`config.mk`:
```
export PLATFORM = sky130hd
export DESIGN_NAME = sync_fifo_param
export DESIGN_NICKNAME = d
export VERILOG_FILES = /design/src/rtl/fifo_pkg.sv /design/src/rtl/fifo_dp_ram.sv /design/src/rtl/sync_fifo_param.sv
export SDC_FILE = /design/constraint.sdc
export NUM_CORES = 1
export LEC_CHECK = 0
export CAP_MARGIN = 30
export CORE_AREA = 4 4 109 111
export CTS_CLUSTER_SIZE = 25
export DETAILED_ROUTE_END_ITERATION = 10
export DIE_AREA = 0 0 113 115
export GPL_TIMING_DRIVEN = 0
export HOLD_SLACK_MARGIN = 0.08
export PLACE_DENSITY_LB_ADDON = 0.3
export SYNTH_ARGS = -nofsm -noshare
export SYNTH_HDL_FRONTEND = slang
export SYNTH_HIERARCHICAL = 1
export SYNTH_SLANG_ARGS = --single-unit
export TNS_END_PERCENT = 10
```
`constraint.sdc`:
```
create_clock -name clk -period 3 [get_ports clk]
set_input_delay 0.6 -clock clk [delete_from_list [all_inputs] [get_ports clk]]
set_output_delay 0.6 -clock clk [all_outputs]
set_load 0.01 [all_outputs]
```
`src/rtl/fifo_pkg.sv`:
```
// Shared types and defaults for the synchronous FIFO family.
package fifo_pkg;

   // Read-side presentation mode
   typedef enum logic {
      FIFO_STD  = 1'b0,
      FIFO_FWFT = 1'b1
   } fifo_mode_e;

   localparam int FIFO_DATA_WIDTH_DEF = 8;
   localparam int FIFO_ADDR_WIDTH_DEF = 4;

   // The level counter needs one extra bit so that DEPTH itself is representable.
   function automatic int level_width(input int addr_width);
      return addr_width + 1;
   endfunction

endpackage

```
`src/rtl/fifo_dp_ram.sv`:
```
// Storage array: one synchronous write port, one asynchronous read port, no reset on contents.
module fifo_dp_ram #(
   parameter int DATA_WIDTH = 8,
   parameter int ADDR_WIDTH = 4
) (
   input  logic                  clk,
   input  logic                  i_wr_en,
   input  logic [ADDR_WIDTH-1:0] i_wr_addr,
   input  logic [DATA_WIDTH-1:0] i_wr_data,
   input  logic [ADDR_WIDTH-1:0] i_rd_addr,
   output logic [DATA_WIDTH-1:0] o_rd_data
);

   logic [DATA_WIDTH-1:0] r_mem [0:(1<<ADDR_WIDTH)-1];

   // Write the addressed word on an accepted write
   always_ff @(posedge clk) begin
      if (i_wr_en) begin
         r_mem[i_wr_addr] <= i_wr_data;
      end
   end

   assign o_rd_data = r_mem[i_rd_addr];

endmodule

```
`src/rtl/sync_fifo_param.sv`:
```
// Parametrised single-clock FIFO with fill level, programmable almost flags,
// sticky overflow/underflow, synchronous flush and optional first-word-fall-through.
module sync_fifo_param
   import fifo_pkg::*;
#(
   parameter int DATA_WIDTH = FIFO_DATA_WIDTH_DEF,
   parameter int ADDR_WIDTH = FIFO_ADDR_WIDTH_DEF,
   parameter int AF_THRESH  = 12,
   parameter int AE_THRESH  = 2,
   parameter int FWFT       = 0
) (
   input  logic                  clk,
   input  logic                  rst_n,
   input  logic                  clr,
   input  logic                  wr_cs,
   input  logic                  wr_en,
   input  logic [DATA_WIDTH-1:0] data_in,
   input  logic                  rd_cs,
   input  logic                  rd_en,
   output logic [DATA_WIDTH-1:0] data_out,
   output logic                  full,
   output logic                  empty,
   output logic                  almost_full,
   output logic                  almost_empty,
   output logic [ADDR_WIDTH:0]   level,
   output logic                  overflow,
   output logic                  underflow
);

   localparam int         DEPTH = 1 << ADDR_WIDTH;
   localparam int         LVL_W = level_width(ADDR_WIDTH);
   localparam fifo_mode_e MODE  = (FWFT != 0) ? FIFO_FWFT : FIFO_STD;

   localparam logic [LVL_W-1:0] DEPTH_L = LVL_W'(DEPTH);
   localparam logic [LVL_W-1:0] AF_L    = LVL_W'(AF_THRESH);
   localparam logic [LVL_W-1:0] AE_L    = LVL_W'(AE_THRESH);

   // Reject out-of-range configuration at elaboration
   if (AF_THRESH < 1 || AF_THRESH > DEPTH) begin : g_af_range_chk
      $error("sync_fifo_param: AF_THRESH out of range 1..DEPTH");
   end
   if (AE_THRESH < 0 || AE_THRESH > DEPTH - 1) begin : g_ae_range_chk
      $error("sync_fifo_param: AE_THRESH out of range 0..DEPTH-1");
   end
   if (FWFT != 0 && FWFT != 1) begin : g_fwft_chk
      $error("sync_fifo_param: FWFT must be 0 or 1");
   end

   logic [ADDR_WIDTH-1:0] r_wr_ptr;
   logic [ADDR_WIDTH-1:0] r_rd_ptr;
   logic [LVL_W-1:0]      r_level;
   logic                  r_overflow;
   logic                  r_underflow;

   logic                  w_wr_req;
   logic                  w_rd_req;
   logic                  w_wr_acc;
   logic                  w_rd_acc;
   logic                  w_full;
   logic                  w_empty;
   logic [DATA_WIDTH-1:0] w_rd_data;

   assign w_wr_req = wr_cs & wr_en;
   assign w_rd_req = rd_cs & rd_en;
   assign w_full   = (r_level == DEPTH_L);
   assign w_empty  = (r_level == '0);

   // A flush suppresses both ports for the cycle. At full, a concurrent read frees the slot
   // the write needs; at empty there is no bypass, so only the write lands.
   assign w_rd_acc = w_rd_req & ~w_empty & ~clr;
   assign w_wr_acc = w_wr_req & (~w_full | w_rd_acc) & ~clr;

   fifo_dp_ram #(
      .DATA_WIDTH (DATA_WIDTH),
      .ADDR_WIDTH (ADDR_WIDTH)
   ) u_ram (
      .clk       (clk),
      .i_wr_en   (w_wr_acc),
      .i_wr_addr (r_wr_ptr),
      .i_wr_data (data_in),
      .i_rd_addr (r_rd_ptr),
      .o_rd_data (w_rd_data)
   );

   // Pointers wrap naturally at DEPTH; flush returns both to the origin
   always_ff @(posedge clk or negedge rst_n) begin
      if (!rst_n) begin
         r_wr_ptr <= '0;
         r_rd_ptr <= '0;
      end else if (clr) begin
         r_wr_ptr <= '0;
         r_rd_ptr <= '0;
      end else begin
         if (w_wr_acc) r_wr_ptr <= r_wr_ptr + 1'b1;
         if (w_rd_acc) r_rd_ptr <= r_rd_ptr + 1'b1;
      end
   end

   // Fill level: net change of one only when exactly one side is accepted
   always_ff @(posedge clk or negedge rst_n) begin
      if (!rst_n) begin
         r_level <= '0;
      end else if (clr) begin
         r_level <= '0;
      end else begin
         case ({w_wr_acc, w_rd_acc})
            2'b10:   r_level <= r_level + 1'b1;
            2'b01:   r_level <= r_level - 1'b1;
            default: r_level <= r_level;
         endcase
      end
   end

   // Sticky error flags, set by rejected requests and cleared only by flush or reset
   always_ff @(posedge clk or negedge rst_n) begin
      if (!rst_n) begin
         r_overflow  <= 1'b0;
         r_underflow <= 1'b0;
      end else if (clr) begin
         r_overflow  <= 1'b0;
         r_underflow <= 1'b0;
      end else begin
         if (w_wr_req && !w_wr_acc) r_overflow  <= 1'b1;
         if (w_rd_req && !w_rd_acc) r_underflow <= 1'b1;
      end
   end

   if (MODE == FIFO_STD) begin : g_std
      logic [DATA_WIDTH-1:0] r_data_out;

      // Registered read: capture the head word on an accepted read, hold otherwise
      always_ff @(posedge clk or negedge rst_n) begin
         if (!rst_n) begin
            r_data_out <= '0;
         end else if (w_rd_acc) begin
            r_data_out <= w_rd_data;
         end
      end

      assign data_out = r_data_out;
   end else begin : g_fwft
      // Head word shown directly; forced to zero while empty so uninitialised storage never leaks
      assign data_out = w_empty ? '0 : w_rd_data;
   end

   assign level        = r_level;
   assign full         = w_full;
   assign empty        = w_empty;
   assign almost_full  = (r_level >= AF_L);
   assign almost_empty = (r_level <= AE_L);
   assign overflow     = r_overflow;
   assign underflow    = r_underflow;

endmodule
```
==> impl_summary.log <==
INFO  metric reg2reg_to = level[4]
INFO  metric average_via_count_per_standard_cell = 6.12
INFO  metric clockBufferDepth = 2
INFO  metric critical_path.startpoint = clr
INFO  metric drv.max_cap_violation_count = 0
INFO  metric worstReg2RegStart = level[4]
INFO  metric p_leak = 0.00257 uW
INFO  metric ys.flop_type = sky130_fd_sc_hd__edfxtp_1
INFO  metric finalCriticalPeriod = 2.93 ns
INFO  metric dr_wl_met2 = 6.43 mm
INFO  metric die_h = 115 um
INFO  metric final_antenna_net_count = 0
INFO  metric syn_avg_cell_area = 18.5 um2
INFO  metric placed_cell_area = 0.00684 mm2
INFO  metric synth_warnings = 6
INFO  metric post_route_cells_drive_above_1_share = 20.2%
INFO  metric power.share.switching = 25.8%
INFO  metric initial_standard_cell_utilization_of_the_core = 58.2%
INFO  metric endpoint_of_the_most_critical_setup_path = u_ram/r_mem[1][0]
INFO  metric wl = 12.6 mm
INFO  metric clock_insertion_delay_worst_skew = 0.53 ns
INFO  metric netlist_instances = 340
INFO  metric placed_cells = 518
INFO  metric design.die.area = 0.0130 mm2
INFO  metric grt_first_pass_wirelength = 19.8 mm
INFO  metric holdCritPathClass = in -> async
INFO  metric int_pwr = 4200 uW
INFO  metric post_cts_buffers = 0
INFO  metric ctsRootBufferMaster = sky130_fd_sc_hd__clkbuf_8
INFO  metric antenna_violations_before_repair = 0
INFO  metric die_width = 113 um
INFO  metric yosysMostFrequentCell = sky130_fd_sc_hd__edfxtp_1
INFO  metric drt-pass1-iter-count = 5
INFO  metric routed_wire_length_per_instance = 22.9 um
INFO  metric power-per-cell-area = 756 mW/mm2
INFO  metric postCtsHoldBufs = 0
INFO  metric dr.first_iter.drc_count = 318
INFO  metric detailed_place_hpwl = 8.25 mm
INFO  metric finClkSkew = 0.00954 ns
INFO  metric antenna_cells_inserted = 0
INFO  metric reg2reg_depth = 8
INFO  metric global_route_usage_sum = 21.2%
INFO  metric power.net_switching = 1460 uW
INFO  metric outcome = complete, no violations
INFO  metric port-buffer-count = 33
INFO  metric tritoncts = done
INFO  metric criticalPathCategory = in -> reg
INFO  metric nets = 418
INFO  metric final.period_utilization = 97.8%
INFO  metric crit_path_max_fanout = 8
INFO  metric pin_count_of_the_biggest_net_entering_global_routing = 21
INFO  metric synth.largest_area_cell = sky130_fd_sc_hd__edfxtp_1
INFO  metric grt_pass1_vias = 3404
INFO  metric detailroute.via_count = 3365
INFO  metric gpl.final_weighted_congestion = 0.839
INFO  metric sequential_area_share_after_synthesis = 70.3%
INFO  metric max_freq = 341 MHz
INFO  metric synth_top_area_share = 61.2%
INFO  metric maxUsedRoutingLayer = met4
INFO  metric timing.critical_path.from_type = input port
INFO  metric detailroute.wirelength.met3 = 782 um
INFO  metric met1_length = 5.10 mm
INFO  metric synth-seq-cells = 151
INFO  metric overall_overflow_remaining_after_global_route = 0
INFO  metric final.setup.tns = 0 ns
INFO  metric vdd.ir_drop.worst = 0.000531 V
INFO  metric rrSetupSlack = 0.40 ns
INFO  metric synth-edff-count = 128
INFO  metric worst_pin_slew = 0.850 ns
INFO  metric post_synth_instance_area = 0.00628 mm2
INFO  metric worstSetupEndpointType = flop
INFO  metric cts_num_sinks = 151
INFO  metric clock_power_share = 38.2%
INFO  metric comb_power_share = 18.4%
INFO  metric ioPinCount = 34
INFO  metric final_core_util = 69.4%
INFO  metric drt_drc_violations_left = 0
INFO  metric grt_setup_unrepaired = true
INFO  metric syn_nets = 361
INFO  metric placeableCoreArea = 0.0108 mm2
INFO  metric final-instance-count-excl-fill = 550
INFO  metric hold_slack = 0.308 ns
INFO  metric area_growth_syn_to_layout = 19.2%
INFO  metric relative_max_transition_margin = 43.1%
INFO  metric cts.reportedPaths.clkPinSlew = 0.06 ns
INFO  metric h-tree-depth = 4
INFO  metric asyncSetResetFlopFracSynth = 15.2%
INFO  metric synth_commonest_cells = sky130_fd_sc_hd__edfxtp_1 (128), sky130_fd_sc_hd__nor2_1 (31), sky130_fd_sc_hd__dfrtp_1 (23), sky130_fd_sc_hd__mux4_2 (18), sky130_fd_sc_hd__a22oi_1 (16)
INFO  metric finalSetupViolCount = 0
INFO  metric sequentialPowerShare = 43.5%
INFO  metric timing_max_transition_violations_final = 0
INFO  metric rows = 38
INFO  metric yosys-top-cells-area = sky130_fd_sc_hd__edfxtp_1 (61%), sky130_fd_sc_hd__dfrtp_1 (9.2%), sky130_fd_sc_hd__mux4_2 (6.5%)
INFO  metric library_cells_used_by_synthesis = 48
INFO  metric worst-endpoint-required = 3.17 ns
INFO  metric hold_viol = 0
INFO  metric fin_area = 0.00749 mm2
INFO  metric cts-buffers-inserted = 17
INFO  metric critical_path_arrival = 3.10 ns
critical path, cell delays in order:
cell	delay, ns
sky130_fd_sc_hd__clkdlybuf4s50_1	0.56
sky130_fd_sc_hd__nand3b_1	0.31
sky130_fd_sc_hd__a31oi_4	0.33
sky130_fd_sc_hd__nor2b_4	0.26
sky130_fd_sc_hd__or3b_2	0.58
sky130_fd_sc_hd__nor2_2	0.45
metrics by stage:
step | total power [uW] | worst slack (ns)
2_1_floorplan | 3100 | 0.144
3_3_place_gp | 3500 | -1.09
3_5_place_dp | 3540 | -0.934
4_1_cts | 5700 | -0.202
5_1_grt | 5890 | -0.0186
6_report | 5660 | 0.0675
registers in the layout, summed over array words and instances, names as in the netlist:
signal,cells
u_ram/r_mem,128
level,5
data_out,8
r_wr_ptr,4
overflow,1
r_rd_ptr,4
underflow,1
metal layers:
metal	track usage, %	up-vias
li1	-	1490
met3	4.63	26
met1	28.3	1716
met2	33.6	133
met5	0	-
met4	10.1	0
area by class of cell:
class                   count  area (um2)
repair buffers             38         383
clock buffers              17         414
clock inverters            15         190
inverters                   4        15.0
multi-input cells         172        1790
fillers                   687        3300
well taps                 140         175
flip-flops and latches    151        4420
plain buffers              13         105
kinds of logic (layout without fill, tap and decap cells):
| kind of cell | Yosys count | after routing | synth area share, % |
|---|---|---|---|
| compound gates | 38 | 38 | 4.76 |
| xor+xnor | 5 | 5 | 0.697 |
| fa+ha+maj | 6 | 6 | 1.31 |
| buf+inv | 17 | 87 | 1.91 |
| flops | 151 | 151 | 70.3 |
| mux | 48 | 48 | 15.1 |
| simple gates | 75 | 75 | 5.88 |
repair_timing:
item,4_1_cts,5_1_grt
cloned,0,0
resized for setup,1,9
endpoints found under the setup margin,32,121
pin swaps,0,0
worst min path at each step:
stage / start / endpoint / slack [ns] / cells past startpoint
detailed placement: data_out[0] / data_out[0] / 0.48 / 1
global placement: data_out[6] / data_out[6] / 0.47 / 1
finish: rst_n / data_out[1] / 0.31 / 1
global route: rst_n / data_out[6] / 0.31 / 1
CTS: rst_n / data_out[1] / 0.28 / 1
floorplan: rst_n / data_out[0] / 0.30 / 0
cells in the final DEF, fill, tap and decap left out, types with 2 or more instances in the layout:
cell	instances
sky130_fd_sc_hd__nand3_1	2
sky130_fd_sc_hd__nand2_1	11
sky130_fd_sc_hd__mux2_2	2
sky130_fd_sc_hd__o211ai_1	2
sky130_fd_sc_hd__mux2_1	10
sky130_fd_sc_hd__buf_2	5
sky130_fd_sc_hd__clkinvlp_4	4
sky130_fd_sc_hd__mux2i_1	4
sky130_fd_sc_hd__dfrtp_1	23
sky130_fd_sc_hd__inv_6	4
sky130_fd_sc_hd__clkdlybuf4s50_1	33
sky130_fd_sc_hd__ha_1	5
sky130_fd_sc_hd__a211oi_1	2
sky130_fd_sc_hd__nor2b_1	4
sky130_fd_sc_hd__mux4_1	14
sky130_fd_sc_hd__inv_1	4
sky130_fd_sc_hd__bufinv_16	3
sky130_fd_sc_hd__nor2_2	4
sky130_fd_sc_hd__buf_6	4
sky130_fd_sc_hd__clkdlybuf4s25_2	3
sky130_fd_sc_hd__nor3_1	3
sky130_fd_sc_hd__nand2b_1	5
sky130_fd_sc_hd__inv_8	2
sky130_fd_sc_hd__buf_4	3
sky130_fd_sc_hd__a21oi_1	7
sky130_fd_sc_hd__a22oi_1	16
sky130_fd_sc_hd__mux4_2	18
sky130_fd_sc_hd__nor2_1	28
sky130_fd_sc_hd__and2_1	4
sky130_fd_sc_hd__a21o_1	2
sky130_fd_sc_hd__nand3b_1	3
sky130_fd_sc_hd__edfxtp_1	128
sky130_fd_sc_hd__clkbuf_16	16
sky130_fd_sc_hd__xnor2_1	2
sky130_fd_sc_hd__xor2_1	3
power groups by stage:
stage	clock network, uW	registers, uW	logic, uW
3_5_place_dp	0	2500	1040
2_1_floorplan	0	2520	580
6_report	2160	2460	1040
5_1_grt	2290	2480	1120
3_3_place_gp	0	2500	1000
4_1_cts	2200	2460	1040
No activity file was read; power rests on OpenSTA's default activity.
